File: config.mk
export PLATFORM = sky130hd
export DESIGN_NAME = reduce_ref_pipe
export DESIGN_NICKNAME = d
export VERILOG_FILES = /design/src/rtl/reduce_ref_pipe.sv
export SDC_FILE = /design/constraint.sdc
export NUM_CORES = 1
export LEC_CHECK = 0
export ABC_CLOCK_PERIOD_IN_PS = 900
export BUFFER_PORTS_ARGS = -buffer_cell sky130_fd_sc_hd__buf_2
export CAP_MARGIN = 20
export CORE_AREA = 2 2 39 41
export CTS_CLUSTER_SIZE = 25
export DETAILED_ROUTE_END_ITERATION = 8
export DIE_AREA = 0 0 41 43
export PLACE_DENSITY = 0.3
export SETUP_SLACK_MARGIN = 0.2
export SLEW_MARGIN = 20
export SYNTH_ARGS = -nofsm -noshare
export SYNTH_HDL_FRONTEND = slang
export SYNTH_SLANG_ARGS = --single-unit
export TNS_END_PERCENT = 100
File: constraint.sdc
create_clock -name clk -period 0.9 [get_ports clk]
set_input_delay 0.135 -clock clk [delete_from_list [all_inputs] [get_ports clk]]
set_output_delay 0.135 -clock clk [all_outputs]
set_load 0.05 [all_outputs]
File: src/rtl/reduce_ref_pipe.sv
// LATENCY-deep delay line carrying {valid, expected, in1} so the reference lines up with the DUT response.
module reduce_ref_pipe #(
    parameter int WIDTH   = 4,
    parameter int LATENCY = 1
) (
    input  logic             clk,
    input  logic             rst,
    input  logic             valid,
    input  logic             expected,
    input  logic [WIDTH-1:0] vec,
    output logic             dly_valid,
    output logic             dly_expected,
    output logic [WIDTH-1:0] dly_vec
);

    localparam int SW = WIDTH + 2;

    logic [SW-1:0] stages [LATENCY];

    always_ff @(posedge clk or posedge rst) begin
        if (rst) begin
            for (int i = 0; i < LATENCY; i++) begin
                stages[i] <= '0;
            end
        end else begin
            stages[0] <= {valid, expected, vec};
            for (int i = 1; i < LATENCY; i++) begin
                stages[i] <= stages[i-1];
            end
        end
    end

    assign {dly_valid, dly_expected, dly_vec} = stages[LATENCY-1];

endmodule

==> impl_results.md, run 1 <==
- Status: finished, violations left
- Failing checks: negative setup slack
- Pin count of the biggest net entering global routing: 7
- Worst hold slack: 0.0119 ns
- NetSw: 151 uW
- Pre-antenna DRT Iters: 1
- Switching Share: 0.239
- Worst VDD drop: 0.000353 V
- Antenna diodes: 0
- Worst path bufs/invs: 1
- CTS root buffer: clkbuf_4
- Detailed-route via count: 126
- Hold Path Class: input port to flop
- Syn nets: 15
- Pwr/cell area: 1880 nW/um^2
- # nets final: 36
- CP delay by family, top: flip-flops
- Antenna Nets Post-Route: 0
- Max reg flops: 6
- # Max-Cap Violations: 0
- Critical path arrival: 0.77 ns
- Via/cell ratio: 3.00
- Die X: 41 microns
- #MultiIn Comb: 0
- Clk pwr share: 0.361
- Post-Syn Instances: 7
- Gr usage total: 0.0586
- Max-slew violation count: 0
- FP Rows: 14
- Overflow after GRT: 0
- Setup CP Type: flop to output port
- Final wirelength: 384 microns
- Flop pwr share: 0.463
- Initial DRC count: 0
- CTS tree: done
- Post-route minimum period: 0.908 ns
- Setup WS pre-CTS: 0.190 ns
- Setup-failing EPs final: 6
- Boundary Pins: 14
- Post-synth cell types: 2
- Clk sinks: 6
- Fmax: 1100 MHz
- Critical-path cell list: buf_6
- CTS max path bufs: 2
- Min-delay src: valid
- Initial Util: 0.111
- H-tree depth: 1
- CP Launch Type: flop
- Hold path endpoint: stages[5]
- Internal power: 482 uW
- Tightest Pin Transition: 0.229 ns
- CP peak stage delay: 0.39 ns
- Final Cycle Share: 1.01
- Setup tns final: -0.0294 ns
- Combinational share of power: 0.176
- Worst Path Required: 0.76 ns
- First-pass GRT wire length: 565 microns
- Vias in the first global route: 141
- Overall power: 633 uW
- WHS Path Cells: 1
- Syn Std Cell Area: 154 sq um
- Crit path max-delay cell type: dfrtp_2
- Area of the multi-input gates: 0 sq um
- Post-route setup slack: -0.00833 ns
- CTS Buf Count: 3
- Sequential-to-total area share from yosys stat: 0.976
- Die height: 43 microns
- Post-layout util: 0.243
- Flops & latches, synth: 6
- GP Congestion: 0.530
- Setup Fix Bufs, Post-CTS: 0
- Drc violations: 0
- Clock transition at path regs: 0.04 ns
- Leak pwr: 0.159 nW
- Largest reg by FF count: stages
- Crit end category: output port
- Area Growth Syn to Fin: 119%
- Initial antenna violation count: 0
- # port buffers: 13
- Synthesis Warnings: 0
- Levels on crit path: 1
- Final hold vios: 0
- Post-DR wirelength/cell: 9.14 microns
- Placeable Area: 1380 sq um
- Unrepaired setup endpoints after global routing: yes
- Max-slew headroom: 0.847
- Synthesized area per cell: 22.0 sq um
- Crit path max fanout: 1
- Biggest regs: stages (6)
- Die Area: 1760 sq um
- Layout cell share with drive strength beyond 1: 0.846
-- what timing repair did --
action                                 4_1_cts  5_1_grt
hold buffers                                 3        0
gates resized for setup                     12        0
gates cloned                                 0        0
endpoints found under the hold margin        8        0
setup endpoints to repair                    6        6
-- power groups by stage --
stage / clock, mW / combinational (mW) / sequential, mW
finish: 0.229 / 0.112 / 0.293
floorplan: 0 / 0.00428 / 0.345
global route: 0.258 / 0.119 / 0.294
detailed placement: 0 / 0.0859 / 0.293
CTS: 0.245 / 0.113 / 0.293
global placement: 0 / 0.0847 / 0.293
-- synthesized netlist by cell type --
| cell type | instances | area share |
|---|---|---|
| inv_1 | 1 | 0.024 |
| dfrtp_1 | 6 | 0.98 |
-- metal layers --
metal  share of wire  GRT usage
met2            0.50     0.0875
met4           0.031     0.0800
met1            0.36     0.0395
met3            0.11     0.0314
met5               0          0
-- worst max-delay path by stage --
stage,start,to,slack [ns]
4_1_cts,stages[0],dly_vec[0],-0.02
2_1_floorplan,stages[4],dly_expected,0.28
3_3_place_gp,stages[4],dly_expected,0.19
3_5_place_dp,stages[0],dly_vec[0],0.19
5_1_grt,stages[1],dly_vec[1],-0.04
6_report,stages[5],dly_valid,-0.008
-- layout make-up --
cell class	count	area [sq um]
Fill cell	147	1050
Sequential cell	6	158
Timing Repair Buffer	16	133
Clock buffer	3	22.5
Tap cell	16	20.0
Inverter	1	3.75
-- per-stage QoR --
stage | std cells | instance area (sq um)
after floorplan | 7 | 161
after global placement | 36 | 246
after detailed placement | 36 | 246
after CTS | 42 | 337
after global routing | 42 | 337
final | 42 | 337
-- placed cells by master (no fill, tap or decap) --
| cell | count |
|---|---|
| buf_2 | 7 |
| buf_6 | 6 |
| dfrtp_2 | 6 |
| clkbuf_4 | 3 |
| dlygate4sd3_1 | 3 |
| inv_1 | 1 |
-- kinds of logic after synthesis --
logic type             after synthesis  share of synthesized area
DFF                                  6                      0.976
buffers and inverters                1                     0.0244
No activity file was read; power rests on OpenSTA's default activity.
==> run 2: changes to the inputs <==
--- a/config.mk
+++ b/config.mk
@@ -5,10 +5,11 @@
 export SDC_FILE = /design/constraint.sdc
 export NUM_CORES = 1
 export LEC_CHECK = 0
-export ABC_CLOCK_PERIOD_IN_PS = 900
+export ABC_CLOCK_PERIOD_IN_PS = 1000
 export BUFFER_PORTS_ARGS = -buffer_cell sky130_fd_sc_hd__buf_2
 export CAP_MARGIN = 20
 export CORE_AREA = 2 2 39 41
+export CTS_BUF_LIST = sky130_fd_sc_hd__clkbuf_4
 export CTS_CLUSTER_SIZE = 25
 export DETAILED_ROUTE_END_ITERATION = 8
 export DIE_AREA = 0 0 41 43
==> constraint.sdc (replaced) <==
create_clock -name clk -period 1 [get_ports clk]
set_input_delay 0.15 -clock clk [delete_from_list [all_inputs] [get_ports clk]]
set_output_delay 0.15 -clock clk [all_outputs]
set_load 0.05 [all_outputs]
==> impl_results.md, run 2 (synthesis gave the netlist of run 1 again) <==
- GR met3 Demand/Resource: 0.0419
- # port buffers: 13
- Unrepaired setup endpoints after global routing: yes
- Pwr/cell area: 1840 nW/um^2
- CTS root buffer: clkbuf_4
- Placeable Area: 1380 sq um
- Most common cell after layout, fill and taps aside: buf_2
- Max reg flops: 6
- Crit path max-delay cell type: dfrtp_1
- GP Congestion: 0.533
- # Max-Cap Violations: 0
- #MultiIn Comb: 0
- Gr usage total: 0.0516
- CP peak stage delay: 0.37 ns
- CP delay by family, top: flip-flops
- Largest reg by FF count: stages
- Critical path arrival: 0.76 ns
- Antenna Nets Post-Route: 0
- Die height: 43 microns
- # nets final: 34
- FP Rows: 14
- Commonest cells after routing, fill and taps aside: buf_2, buf_6, dfrtp_1
- Met1 Use GR: 0.0428
- Die X: 41 microns
- Setup Fix Bufs, Post-CTS: 0
- Area of the multi-input gates: 0 sq um
- Critical-path cell list: buf_6
- Max-slew headroom: 0.858
- Detailed-route via count: 109
- Initial Util: 0.111
- Post-layout util: 0.223
- Crit path max fanout: 1
- Area Growth Syn to Fin: 101%
- Final wirelength: 345 microns
- Tightest Pin Transition: 0.213 ns
- H-tree depth: 1
- Worst Path Required: 0.85 ns
- CTS tree: done
- Final Cycle Share: 0.910
- Layout cell share with drive strength beyond 1: 0.667
- Worst VDD drop: 0.000403 V
- Setup tns final: 0 ns
- Status: complete, no violations
- Overflow after GRT: 0
- Boundary Pins: 14
- Biggest regs: stages (6)
- Vias in the first global route: 120
- Initial DRC count: 0
- Setup CP Type: flop to output port
- Drc violations: 0
- Final hold vios: 0
- Hold Path Class: input port to flop
- Crit end category: output port
- CTS max path bufs: 2
- Post-DR wirelength/cell: 8.63 microns
- Initial antenna violation count: 0
- CTS Buf Count: 3
- Antenna diodes: 0
- Most Used Layer, Global Route: met4
- First-pass GRT wire length: 476 microns
- Max-slew violation count: 0
- Worst path bufs/invs: 1
- Clk sinks: 6
- Post-route minimum period: 0.910 ns
- Die Area: 1760 sq um
- Register area: 150 sq um
- # fillers: 142
- Via/cell ratio: 2.73
- Pin count of the biggest net entering global routing: 7
- Pre-antenna DRT Iters: 1
- Grt met2 use: 0.0469
- Setup-failing EPs final: 0
- Clock transition at path regs: 0.05 ns
- CP Launch Type: flop
- Leak pwr: 0.157 nW
- Fmax: 1100 MHz
-- run 2: cell count changes in the layout (fill, tap and decap cells not counted), sizes merged --
cell,delta
dlygate4sd3,-2
-- run 2: worst paths after layout --
path | startpoint | to | slack, ns | cells after the start
worst max-delay path | stages[5] | dly_valid | 0.09 | 1
worst min-delay path | expected | stages[4] | 0.02 | 1
max in group asynchronous | rst | stages[0] | 0.45 | 3
min in group asynchronous | rst | stages[3] | 0.36 | 3
-- run 2: per-layer routing --
metal | vias up | wire, microns
met3 | 0 | 35
met4 | 0 | 0
met5 | - | 0
met2 | 9 | 154
li1 | 54 | -
met1 | 46 | 155
-- run 2: final cells by class --
type / instances / share of cell area
timing repair buffer: 14 / 0.364
inverter: 1 / 0.0121
clock buffer: 3 / 0.0729
tap: 16 / 0.0648
sequential: 6 / 0.486
-- run 2: metrics by stage --
step | setup WS [ns] | hold slack [ns] | cells | power (mW) | cell area [sq um]
detailed placement | 0.286 | 0.0662 | 36 | 0.339 | 239
finish | 0.0903 | 0.0155 | 40 | 0.569 | 309
CTS | 0.0782 | 0.00922 | 40 | 0.578 | 309
floorplan | 0.264 | -0.0590 | 7 | 0.312 | 154
global route | 0.0587 | 0.00268 | 40 | 0.601 | 309
global placement | 0.293 | 0.0651 | 36 | 0.338 | 239
-- run 2: power breakdown --
part	leakage, nW	total, mW	internal (mW)	switching (mW)
logic	0.0733	0.0933	0.0359	0.0574
clock network	0.0138	0.214	0.135	0.0787
registers	0.0699	0.262	0.256	0.00555
total	0.157	0.569	0.427	0.142
-- run 2: repair_timing --
action                                 in CTS  in global routing
gates resized for setup                    12                  0
endpoints found under the hold margin       6                  0
hold buffers                                1                  0
setup endpoints to repair                   6                  6
==> run 3: changes to the inputs <==
--- a/config.mk
+++ b/config.mk
@@ -9,7 +9,7 @@
 export BUFFER_PORTS_ARGS = -buffer_cell sky130_fd_sc_hd__buf_2
 export CAP_MARGIN = 20
 export CORE_AREA = 2 2 39 41
-export CTS_BUF_LIST = sky130_fd_sc_hd__clkbuf_4
+export CTS_BUF_LIST = sky130_fd_sc_hd__clkbuf_8
 export CTS_CLUSTER_SIZE = 25
 export DETAILED_ROUTE_END_ITERATION = 8
 export DIE_AREA = 0 0 41 43
==> impl_results.md, run 3 (synthesis gave the netlist of run 1 again) <==
- Status: complete, no violations
- Critical path arrival: 0.74 ns
- Overflow after GRT: 0
- Metal2 WL: 154 microns
- DR WL met3: 35 microns
- Unrepaired setup endpoints after global routing: yes
- CP Launch Type: flop
- Max reg flops: 6
- Commonest cells after routing, fill and taps aside: buf_2, buf_6, dfrtp_1
- Max-slew headroom: 0.858
- Combinational share of power: 0.132
- Vias in the first global route: 128
- Clock transition at path regs: 0.04 ns
- H-tree depth: 1
- Met1 WL: 157 microns
- Post-DR wirelength/cell: 8.65 microns
- Largest reg by FF count: stages
- Setup CP Type: flop to output port
- Boundary Pins: 14
- CTS root buffer: clkbuf_8
- Final hold vios: 0
- Crit path max-delay cell type: dfrtp_1
- Die X: 41 microns
- Switching Share: 0.220
- Detailed-route via count: 109
- CTS Buf Count: 3
- Final wirelength: 346 microns
- Antenna diodes: 0
- Area Growth Syn to Fin: 113%
- Clk pwr share: 0.496
- # fillers: 143
- Initial antenna violation count: 0
- Final Cycle Share: 0.889
- CTS tree: done
- Worst path bufs/invs: 1
- Max-slew violation count: 0
- Pwr/cell area: 2150 nW/um^2
- Biggest regs: stages (6)
- Hold Path Class: input port to flop
- Setup Fix Bufs, Post-CTS: 0
- Via/cell ratio: 2.73
- Internal power: 550 uW
- Pre-antenna DRT Iters: 1
- Pin count of the biggest net entering global routing: 7
- First-pass GRT wire length: 476 microns
- GP Congestion: 0.533
- Top layer in use: met3
- Layout cell share with drive strength beyond 1: 0.667
- Worst Path Required: 0.85 ns
- Drc violations: 0
- # port buffers: 13
- # Max-Cap Violations: 0
- Most common cell after layout, fill and taps aside: buf_2
- Die Area: 1760 sq um
- Antenna Nets Post-Route: 0
- Initial Util: 0.111
- Clk sinks: 6
- Critical-path cell list: buf_6
- Gr usage total: 0.0536
- NetSw: 155 uW
- FP Rows: 14
- Die height: 43 microns
- Tightest Pin Transition: 0.213 ns
- CP delay by family, top: flip-flops
- CP peak stage delay: 0.37 ns
- Worst hold slack: 0.0370 ns
- Post-route minimum period: 0.889 ns
- Fmax: 1120 MHz
- Placeable Area: 1380 sq um
- Flop pwr share: 0.372
- Crit path max fanout: 1
- Crit end category: output port
- Setup-failing EPs final: 0
- # nets final: 34
- Initial DRC count: 0
- #MultiIn Comb: 0
- Leak pwr: 0.165 nW
- Area of the multi-input gates: 0 sq um
- Worst VDD drop: 0.000508 V
- CTS max path bufs: 2
- Setup tns final: 0 ns
run 3: path summary, 6_finish.rpt:
kind	endpoint	from	slack, ns	depth (start not counted)
setup / recovery	dly_valid	stages[5]	0.11	1
hold / removal	stages[4]	expected	0.04	1
max in group asynchronous	stages[0]	rst	0.43	3
min in group asynchronous	stages[4]	rst	0.38	3
run 3: metal layers:
metal	vias to the layer above	GRT usage
met5	-	0
met4	0	0.100
met3	0	0.0576
met2	9	0.0469
met1	46	0.0395
li1	54	-
run 3: cell type report:
type / instances / area [sq um] / share of cell area
Clock buffer: 3 / 41.3 / 0.126
Inverter: 1 / 3.75 / 0.0115
Sequential cell: 6 / 150 / 0.458
Tap cell: 16 / 20.0 / 0.0611
Timing Repair Buffer: 14 / 113 / 0.344
run 3: power groups by stage:
stage | Combinational [mW] | Clock [mW] | Sequential [mW]
floorplan | 0.00387 | 0 | 0.308
global placement | 0.0763 | 0 | 0.262
detailed placement | 0.0764 | 0 | 0.262
CTS | 0.0947 | 0.359 | 0.263
global route | 0.0986 | 0.375 | 0.263
finish | 0.0932 | 0.349 | 0.262
run 3: stage by stage:
step | setup slack, ns | utilization | area, sq um | power (mW) | std cells
floorplan | 0.264 | - | 154 | 0.312 | 7
global placement | 0.293 | 0.173 | 239 | 0.338 | 36
detailed placement | 0.286 | 0.173 | 239 | 0.339 | 36
CTS | 0.103 | 0.237 | 328 | 0.716 | 40
global route | 0.0857 | 0.237 | 328 | 0.736 | 40
finish | 0.111 | 0.237 | 328 | 0.705 | 40
run 3: what timing repair did:
| item | in CTS | in global routing |
|---|---|---|
| setup endpoints to repair | 6 | 6 |
| hold buffers | 1 | 0 |
| pin swaps | 0 | 0 |
| hold endpoints to repair | 6 | 0 |
| gates resized for setup | 12 | 0 |
